`config.mk`:
```
export PLATFORM = sky130hd
export DESIGN_NAME = uart_rx_frame_flat
export DESIGN_NICKNAME = d
export VERILOG_FILES = /design/src/rtl/uart_rx_frame_if.sv /design/src/rtl/uart_rx_frame.sv /design/src/flat_wrapper.sv
export SDC_FILE = /design/constraint.sdc
export NUM_CORES = 1
export LEC_CHECK = 0
export ABC_CLOCK_PERIOD_IN_PS = 2100
export CORE_ASPECT_RATIO = 1.5
export CORE_MARGIN = 2
export CORE_UTILIZATION = 50
export DETAILED_ROUTE_END_ITERATION = 16
export PLACE_DENSITY = 0.82
export SYNTH_ARGS = -nofsm -noshare
export SYNTH_HDL_FRONTEND = slang
export SYNTH_SLANG_ARGS = --single-unit
```
`constraint.sdc`:
```
create_clock -name clk -period 2.1 [get_ports clk]
set_input_delay 0.21 -clock clk [delete_from_list [all_inputs] [get_ports clk]]
set_output_delay 0.21 -clock clk [all_outputs]
set_load 0.05 [all_outputs]
```
`src/rtl/uart_rx_frame_if.sv`:
```
// Received-byte handshake between uart_rx_frame (master) and its consumer (slave).
// With UART_RX_PARITY_EN defined the bundle also carries the parity_err pulse.
interface uart_rx_frame_if #(
    parameter int DATA_BITS = 8
);
    logic [DATA_BITS-1:0] rx_data;
    logic                 rx_valid;
    logic                 rx_ack;
    logic                 frame_err;
    logic                 overrun;
`ifdef UART_RX_PARITY_EN
    logic                 parity_err;

    modport master (output rx_data, rx_valid, frame_err, overrun, parity_err, input rx_ack);
    modport slave  (input rx_data, rx_valid, frame_err, overrun, parity_err, output rx_ack);
`else
    modport master (output rx_data, rx_valid, frame_err, overrun, input rx_ack);
    modport slave  (input rx_data, rx_valid, frame_err, overrun, output rx_ack);
`endif
endinterface

```
`src/rtl/uart_rx_frame.sv`:
```
// UART receive framer: start detect, mid-bit sampling on 16x ticks, LSB-first assembly.
// Optional parity bit between data and stop when UART_RX_PARITY_EN is defined.
module uart_rx_frame #(
    parameter int DATA_BITS = 8,
    parameter int OSR       = 16
) (
    input  logic clk,
    input  logic reset_n,
    input  logic rx_clk,
    input  logic rxd,
`ifdef UART_RX_PARITY_EN
    input  logic parity_odd,
`endif
    output logic busy,
    uart_rx_frame_if.master rx_if
);
    localparam int CNT_W = $clog2(OSR);
    localparam int BIT_W = $clog2(DATA_BITS);
    localparam logic [CNT_W-1:0] CNT_LAST = CNT_W'(OSR - 1);
    localparam logic [CNT_W-1:0] CNT_HALF = CNT_W'(OSR / 2 - 1);
    localparam logic [BIT_W-1:0] BIT_LAST = BIT_W'(DATA_BITS - 1);

    typedef enum logic [2:0] {
        S_IDLE, S_START, S_DATA, S_STOP
`ifdef UART_RX_PARITY_EN
        , S_PARITY
`endif
    } state_t;

    state_t               state_q, state_d;
    logic [1:0]           rxd_sync_q;
    logic                 rx_clk_q;
    logic [CNT_W-1:0]     tick_cnt_q, tick_cnt_d;
    logic [BIT_W-1:0]     bit_cnt_q, bit_cnt_d;
    logic [DATA_BITS-1:0] shift_q, shift_d;
    logic [DATA_BITS-1:0] rx_data_q, rx_data_d;
    logic                 rx_valid_q, rx_valid_d;
    logic                 frame_err_q, frame_err_d;
    logic                 overrun_q, overrun_d;
    logic                 parity_err_d;
    logic                 rxs, tick, stop_sample, valid_left, par_bad;

    assign rxs         = rxd_sync_q[1];
    assign tick        = rx_clk && !rx_clk_q;
    assign stop_sample = tick && (state_q == S_STOP) && (tick_cnt_q == CNT_LAST);

`ifdef UART_RX_PARITY_EN
    logic parity_q, parity_d, parity_err_q;

    assign par_bad          = (^shift_q) ^ parity_q ^ parity_odd;
    assign rx_if.parity_err = parity_err_q;

    always_ff @(posedge clk) begin
        parity_q <= parity_d;
        if (!reset_n) parity_err_q <= 1'b0;
        else          parity_err_q <= parity_err_d;
    end
`else
    assign par_bad = 1'b0;
`endif

    always_ff @(posedge clk) begin
        if (!reset_n) begin
            state_q     <= S_IDLE;
            rxd_sync_q  <= 2'b11;
            rx_clk_q    <= 1'b0;
            tick_cnt_q  <= '0;
            bit_cnt_q   <= '0;
            rx_data_q   <= '0;
            rx_valid_q  <= 1'b0;
            frame_err_q <= 1'b0;
            overrun_q   <= 1'b0;
        end else begin
            state_q     <= state_d;
            rxd_sync_q  <= {rxd_sync_q[0], rxd};
            rx_clk_q    <= rx_clk;
            tick_cnt_q  <= tick_cnt_d;
            bit_cnt_q   <= bit_cnt_d;
            rx_data_q   <= rx_data_d;
            rx_valid_q  <= rx_valid_d;
            frame_err_q <= frame_err_d;
            overrun_q   <= overrun_d;
        end
    end

    always_ff @(posedge clk) begin
        shift_q <= shift_d;
    end

    always_comb begin
        state_d    = state_q;
        tick_cnt_d = tick_cnt_q;
        bit_cnt_d  = bit_cnt_q;
        shift_d    = shift_q;
`ifdef UART_RX_PARITY_EN
        parity_d   = parity_q;
`endif
        if (tick) begin
            unique case (state_q)
                S_IDLE: begin
                    if (!rxs) begin
                        state_d    = S_START;
                        tick_cnt_d = '0;
                    end
                end
                S_START: begin
                    tick_cnt_d = tick_cnt_q + 1'b1;
                    // Mid-start check rejects glitches shorter than half a bit
                    if (tick_cnt_q == CNT_HALF) begin
                        tick_cnt_d = '0;
                        bit_cnt_d  = '0;
                        state_d    = rxs ? S_IDLE : S_DATA;
                    end
                end
                S_DATA: begin
                    tick_cnt_d = (tick_cnt_q == CNT_LAST) ? '0 : tick_cnt_q + 1'b1;
                    if (tick_cnt_q == CNT_LAST) begin
                        shift_d   = {rxs, shift_q[DATA_BITS-1:1]};
                        bit_cnt_d = bit_cnt_q + 1'b1;
                        if (bit_cnt_q == BIT_LAST) begin
`ifdef UART_RX_PARITY_EN
                            state_d = S_PARITY;
`else
                            state_d = S_STOP;
`endif
                        end
                    end
                end
`ifdef UART_RX_PARITY_EN
                S_PARITY: begin
                    tick_cnt_d = (tick_cnt_q == CNT_LAST) ? '0 : tick_cnt_q + 1'b1;
                    if (tick_cnt_q == CNT_LAST) begin
                        parity_d = rxs;
                        state_d  = S_STOP;
                    end
                end
`endif
                S_STOP: begin
                    tick_cnt_d = (tick_cnt_q == CNT_LAST) ? '0 : tick_cnt_q + 1'b1;
                    // Leaving at mid-stop leaves half a bit to catch the next start edge
                    if (tick_cnt_q == CNT_LAST) state_d = S_IDLE;
                end
                default: state_d = S_IDLE;
            endcase
        end
    end

    always_comb begin
        busy         = (state_q != S_IDLE);
        valid_left   = rx_valid_q && !rx_if.rx_ack;
        rx_valid_d   = valid_left;
        rx_data_d    = rx_data_q;
        frame_err_d  = 1'b0;
        overrun_d    = 1'b0;
        parity_err_d = 1'b0;
        // Ack is applied before completion, so a same-cycle ack frees the slot
        if (stop_sample) begin
            frame_err_d  = !rxs;
            parity_err_d = par_bad;
            if (rxs && !par_bad) begin
                if (valid_left) begin
                    overrun_d = 1'b1;
                end else begin
                    rx_data_d  = shift_q;
                    rx_valid_d = 1'b1;
                end
            end
        end
    end

    assign rx_if.rx_data   = rx_data_q;
    assign rx_if.rx_valid  = rx_valid_q;
    assign rx_if.frame_err = frame_err_q;
    assign rx_if.overrun   = overrun_q;
endmodule

```
`src/flat_wrapper.sv`:
```
// flat-port wrapper written by rule: the top's interface ports become plain ports
module uart_rx_frame_flat 
#(
    parameter int DATA_BITS = 8,
    parameter int OSR       = 16
)
  (clk, reset_n, rx_clk, rxd, busy, rx_if_rx_data, rx_if_rx_valid, rx_if_frame_err, rx_if_overrun, rx_if_rx_ack);
  uart_rx_frame_if #(.DATA_BITS(DATA_BITS)) rx_if_i ();
  input  logic clk;
  input  logic reset_n;
  input  logic rx_clk;
  input  logic rxd;
  output logic busy;
  output wire logic [$bits(rx_if_i.rx_data)-1:0] rx_if_rx_data;
  output wire logic [$bits(rx_if_i.rx_valid)-1:0] rx_if_rx_valid;
  output wire logic [$bits(rx_if_i.frame_err)-1:0] rx_if_frame_err;
  output wire logic [$bits(rx_if_i.overrun)-1:0] rx_if_overrun;
  input wire logic [$bits(rx_if_i.rx_ack)-1:0] rx_if_rx_ack;
  assign rx_if_rx_data = rx_if_i.rx_data;
  assign rx_if_rx_valid = rx_if_i.rx_valid;
  assign rx_if_frame_err = rx_if_i.frame_err;
  assign rx_if_overrun = rx_if_i.overrun;
  assign rx_if_i.rx_ack = rx_if_rx_ack;
  uart_rx_frame #(.DATA_BITS(DATA_BITS), .OSR(OSR)) u_core (.clk(clk), .reset_n(reset_n), .rx_clk(rx_clk), .rxd(rxd), .busy(busy), .rx_if(rx_if_i));
endmodule
```
==> run_results.csv, run 1 <==
group,metric,value,unit
route,first_iter_violations,19,
place,numPortBuffers,16,
setup_path,r2r_setup_slack,370,ps
synth,syn_area_per_cell,10.5,µm²
place,hpwlAfterDp,1910,µm
worst_hold_path,holdCritPathClass,"reg -> reg",
place,placed_cell_area,1500,µm²
die,coreArea,2480,µm²
route,wl_met1,919,µm
power_and_ir_drop,max-vdd-ir-drop,0.457,mV
place,routabilityCongestion,0.946,
finish,n_fill_cell,211,
sta,fin_ws,250,ps
power_and_ir_drop,p_leak,0.604,nW
die,die_w,46.1,µm
grt,antenna_found_initial,0,
clock_tree,clk_pin_slew_worst_paths,90,ps
grt,grt_max_degree,26,
sta,timing.final.crit_period,1850,ps
sta,fin_skew,6.10,ps
finish,drive_above_1_share,0.0828,
clock_tree,clock_sink_count,31,
route,met3WireLength,116,µm
clock_tree,clk_latency,330,ps
power_and_ir_drop,swShare,0.218,
route,wl_met2,1440,µm
synth,syn_inst,127,
sta,timing.final.hold_violations,0,
route,routed_wirelength,2530,µm
grt,grt_overflow,0,
synth,syn_nets,135,
setup_path,critPathLaunchType,"flop",
power_and_ir_drop,seq_power_share,0.632,
finish,area_delta_synth_final,16.4,%
worst_hold_path,hold_depth,1,
clock_tree,cts_tree,"built",
worst_hold_path,holdPathEnd,"u_core.rxd_sync_q[1]",
setup_path,reg2reg_to,"u_core.shift_q[1]",
clock_tree,cts_root_buffer,"clkbuf_4",
grt,grt_first_pass_wirelength,4150,µm
synth,yosysWarnings,0,
synth,synth-seq-cells,31,
die,ios,17,
finish,final_common_cell,"dfxtp_1",
route,wl_per_cell,15.0,µm
sta,rsz0062_at_grt,"no",
place,pre_cts_slack,244,ps
finish,nets,152,
setup_path,crit_path_max_fanout,11,
worst_hold_path,hp-start,"u_core.rxd_sync_q[0]",
die,fp.dieArea,3090,µm²
setup_path,arrival,1640,ps
route,drc,0,
clock_tree,cts_buffer_depth,2,
power_and_ir_drop,intPower,0.762,mW
clock_tree,cts_setup_buffers,0,
finish,register_area,701,µm²
finish,layout_common_cells,"dfxtp_1 (23), nand2_1 (20), clkdlybuf4s50_1 (15)",
synth,synth_cell_types,38,
outcome,status,"completed",
clock_tree,h-tree-depth,2,
setup_path,r2r_start,"u_core.tick_cnt_q[0]",
sta,fmax,540,MHz
route,via_per_inst,5.84,
finish,postLayoutCellArea,1550,µm²
setup_path,required,1890,ps
power_and_ir_drop,clockPowerShare,0.328,
sta,drv_slew,0,
power_and_ir_drop,p_sw,0.213,mW
finish,diodes,0,
route,route.vias.total,987,
power_and_ir_drop,power.density,631,nW/µm²
clock_tree,numCtsBuffers,5,
setup_path,cp-end-kind,"output pin",
sta,finalSetupTns,0,ps
sta,final-setup-viol-count,0,
die,placementRows,22,
synth,yosysSeqAreaShare,0.528,
die,initial_core_util,0.536,
sta,slew_headroom,0.660,
grt,grt_pass1_vias,924,
sta,fin_crit_sh,0.881,
sta,tightestPinTransition,508,ps
setup_path,critical_path_class,"reg -> out",
die,fp.dieH,67.1,µm
synth,synth_area,1330,µm²
power_and_ir_drop,power,0.975,mW
setup_path,worstSetupStartpoint,"u_core.state_q[0]",
route,firstDrtPassIters,4,
finish,multiInputGateArea,577,µm²
route,ant_nets,0,
job,maxCapViolCount,0,
grt,gr-usage-all-layers,0.197,
finish,post-route-util,0.624,
setup_path,reg2reg_depth,3,
route,highest_layer,"met4",
power_and_ir_drop,comb_power_share,0.040,
cells by family after synthesis:
| group | after synthesis | synth area share |
|---|---|---|
| adder cells (fa/ha/maj) | 3 | 0.0283 |
| AO/OA/AOI/OAI | 21 | 0.106 |
| buffers and inverters | 12 | 0.0377 |
| multiplexers | 10 | 0.0754 |
| AND/OR/NAND/NOR | 48 | 0.212 |
| XOR/XNOR | 2 | 0.0132 |
| flip-flops | 31 | 0.528 |
synthesized netlist by cell type:
library cell,count,share of area
a211oi_1,1,0.0057
xnor2_1,1,0.0066
buf_1,1,0.0028
and3_1,1,0.0047
nand3_1,6,0.023
and4bb_2,1,0.0094
nand2_1,20,0.057
dfxtp_1,23,0.35
a31oi_1,1,0.0047
o21ai_1,1,0.0038
nor3_1,1,0.0038
a21oi_1,4,0.015
nor2_1,1,0.0028
nor3b_1,2,0.011
and2_1,2,0.0094
xor2_1,1,0.0066
o21a_1,1,0.0057
a311oi_1,1,0.0066
o2111ai_1,2,0.013
o211ai_1,1,0.0057
o32ai_1,1,0.0066
a41o_1,1,0.0075
nand4b_4,1,0.018
mux2i_1,10,0.075
buf_2,4,0.015
nand2b_1,4,0.019
ha_1,3,0.028
inv_1,4,0.011
nand4_1,1,0.0047
o21ai_0,6,0.023
nor3_4,1,0.012
clkbuf_1,3,0.0085
or2_2,1,0.0047
and4b_1,1,0.0075
nor2b_1,4,0.019
and3b_1,1,0.0066
o221a_2,1,0.0085
edfxtp_1,8,0.18
cell type report:
cell class,instances,area share
multi-input combinational,84,0.373
clock buffer,8,0.0316
sequential,31,0.453
tap,24,0.0194
inverter,4,0.00972
timing repair buffer,18,0.113
state kept, by name, summed over array words and instances, names as in the netlist:
name and count:
u_core.rx_clk_q 1, u_core.rxd_sync_q 2, u_core.shift_q 8, u_core.rx_if.overrun 1, u_core.rx_if.rx_data 8, u_core.rx_if.frame_err 1
u_core.tick_cnt_q 4, u_core.bit_cnt_q 3, u_core.state_q 2, u_core.rx_if.rx_valid 1
worst max-delay path: stages, from the launching register on:
cell,delay [ps]
dfxtp_1,530
or2_2,240
dlygate4sd2_1,540
routing by layer:
layer | track usage | vias to the layer above
li1 | - | 489
met1 | 0.193 | 469
met2 | 0.347 | 23
met3 | 0.0813 | 6
met4 | 0.0857 | 0
met5 | 0 | -
through the flow:
stage	instances	hold WS, ps
after global routing	169	431
after floorplan	127	311
after CTS	169	414
final	169	411
after detailed placement	161	392
after global placement	161	390
worst max-delay path by stage:
stage	endpoint	slack [ps]	cells past startpoint
floorplan	u_core.tick_cnt_q[0]	560	5
global placement	u_core.shift_q[4]	310	3
detailed placement	u_core.shift_q[2]	240	3
CTS	busy	250	2
global route	busy	190	2
finish	busy	250	2
power by group through the flow:
| stage | Sequential [mW] | Clock, mW | Combinational [mW] |
|---|---|---|---|
| after global routing | 0.618 | 0.359 | 0.0428 |
| final | 0.617 | 0.320 | 0.0386 |
| after floorplan | 0.628 | 0 | 0.0251 |
| after global placement | 0.630 | 0 | 0.0381 |
| after detailed placement | 0.631 | 0 | 0.0392 |
| after CTS | 0.617 | 0.338 | 0.0389 |
timing repair:
item | CTS | global route
hold buffers | 0 | 0
endpoints found under the setup margin | 1 | 0
resized for setup | 1 | 0
Power figures use the tool's default switching activity.
==> inputs of run 2 (changes only) <==
Settings changed: GPL_ROUTABILITY_DRIVEN set to 1.
==> results of run 2 <==
Final layout, timing and power as in run 1 (identical DEF).
==> inputs of run 3 (changes only) <==
==> constraint.sdc (replaced) <==
create_clock -name clk -period 2.1 [get_ports clk]
set_input_delay 0.525 -clock clk [delete_from_list [all_inputs] [get_ports clk]]
set_output_delay 0.525 -clock clk [all_outputs]
set_load 0.05 [all_outputs]
==> run 3 against run 2 <==
Effect of this change: first-iteration DRC count down 53%; clock power up 2%; setup slack worse by 160 ps; global-route usage down 0.99 points; critical endpoint is now rx_if_rx_data[0].
==> run_results.csv, run 3 (synthesis results as in run 1) <==
group,metric,value,unit
route,routed_wirelength,2470,µm
grt,grt_pass1_vias,924,
setup_path,path_depth,1,
clock_tree,cts_root_buffer,"clkbuf_4",
grt,grt_overflow,0,
power_and_ir_drop,comb_power_share,0.043,
power_and_ir_drop,p_sw,0.224,mW
place,hpwlAfterDp,1810,µm
setup_path,cp-end-kind,"output pin",
sta,timing.final.crit_period,2010,ps
sta,holdWs,419,ps
sta,finalSetupTns,0,ps
sta,drv_slew,0,
die,initial_core_util,0.536,
clock_tree,cts_buffer_depth,2,
sta,rsz0062_at_grt,"no",
power_and_ir_drop,intPower,0.762,mW
power_and_ir_drop,seq_power_share,0.625,
route,drc,0,
die,fp.dieH,67.1,µm
worst_hold_path,holdCritPathClass,"reg -> reg",
finish,final_common_cell,"dfxtp_1",
setup_path,arrival,1480,ps
die,placementRows,22,
grt,gr-usage-all-layers,0.188,
route,firstDrtPassIters,4,
clock_tree,cts_resized,0,
die,coreArea,2480,µm²
setup_path,cpPeakStageDelay,800,ps
grt,grt_first_pass_wirelength,3970,µm
clock_tree,h-tree-depth,2,
grt,antenna_found_initial,0,
setup_path,critical_path_class,"reg -> out",
finish,nets,154,
clock_tree,numCtsBuffers,5,
route,ant_nets,0,
sta,fin_skew,6.34,ps
finish,layout_common_cells,"dfxtp_1 (23), nand2_1 (20), clkdlybuf4s50_1 (15)",
finish,post-route-util,0.640,
setup_path,crit_path_max_fanout,2,
die,ios,17,
setup_path,critPathLaunchType,"flop",
job,maxCapViolCount,0,
grt,grt_max_degree,19,
finish,diodes,0,
power_and_ir_drop,clockPowerShare,0.332,
setup_path,crit_slowest_cell,"clkdlybuf4s50_1",
route,wl_per_cell,14.4,µm
power_and_ir_drop,max-vdd-ir-drop,0.493,mV
worst_hold_path,hold_depth,1,
finish,n_fill_cell,197,
sta,slew_headroom,0.668,
power_and_ir_drop,power.density,622,nW/µm²
setup_path,crit_chain,"clkdlybuf4s50_1",
route,via_per_inst,5.75,
finish,drive_above_1_share,0.109,
die,fp.dieArea,3090,µm²
route,first_iter_violations,9,
place,routabilityCongestion,0.801,
power_and_ir_drop,swShare,0.227,
sta,fmax,499,MHz
outcome,status,"completed",
sta,tightestPinTransition,496,ps
die,die_w,46.1,µm
sta,timing.final.hold_violations,0,
worst_hold_path,hp-start,"u_core.rxd_sync_q[0]",
clock_tree,clk_pin_slew_worst_paths,90,ps
power_and_ir_drop,p_leak,0.620,nW
finish,area_delta_synth_final,19.4,%
setup_path,reg2reg_depth,3,
clock_tree,clk_latency,330,ps
clock_tree,clock_sink_count,31,
setup_path,worstSetupStartpoint,"u_core.rx_if.rx_data[0]",
sta,fin_crit_sh,0.955,
setup_path,critical-path-top-delay-family,"buffers and inverters",
setup_path,crit_buf_inv,1,
clock_tree,cts_setup_buffers,0,
clock_tree,cts_tree,"built",
setup_path,required,1570,ps
clock_tree,holdBufCountCts,0,
setup_path,r2r_start,"u_core.tick_cnt_q[0]",
place,numPortBuffers,16,
sta,final-setup-viol-count,0,
route,route.vias.total,984,
-- run 3: cell types whose count changed in the layout (fill, tap and decap cells not counted), sizes merged --
| cell | before | now |
|---|---|---|
| buf | 2 | 5 |
| clkbuf | 8 | 7 |
| clkinv | 0 | 1 |
| dlygate4sd2 | 1 | 0 |
-- run 3: final timing paths --
path                                              to  slack (ps)
worst min-delay path            u_core.rxd_sync_q[1]         420
worst max register to register     u_core.shift_q[3]         520
worst min register to register  u_core.rxd_sync_q[1]         420
worst max-delay path                rx_if_rx_data[0]          90
-- run 3: area by class of cell --
type	instances	area, µm²	area share
clock buffers	7	45.0	0.0284
inverters	4	15.0	0.00947
clock inverters	1	5.00	0.00316
well taps	24	30.0	0.0189
flip-flops and latches	31	701	0.442
multi-input cells	84	577	0.364
repair buffers	20	213	0.134
-- run 3: metrics by stage --
stage	instances	power, mW	worst slack, ps	area [µm²]
global route	171	1.03	31.8	1590
floorplan	127	0.653	458	1330
CTS	171	0.998	69.5	1590
global placement	163	0.671	138	1540
detailed placement	163	0.673	62.4	1540
finish	171	0.986	94.0	1590
-- run 3: layer usage --
| layer | GRT usage | part of all wire | up-vias |
|---|---|---|---|
| li1 | - | - | 489 |
| met1 | 0.171 | 0.37 | 462 |
| met2 | 0.321 | 0.55 | 27 |
| met3 | 0.0921 | 0.053 | 6 |
| met4 | 0.107 | 0.022 | 0 |
| met5 | 0 | 0 | - |
-- run 3: power groups by stage --
stage	sequential (mW)	clock (mW)	combinational [mW]
2_1_floorplan	0.628	0	0.0251
3_3_place_gp	0.630	0	0.0405
3_5_place_dp	0.631	0	0.0420
4_1_cts	0.617	0.339	0.0423
5_1_grt	0.617	0.365	0.0457
6_report	0.617	0.327	0.0423
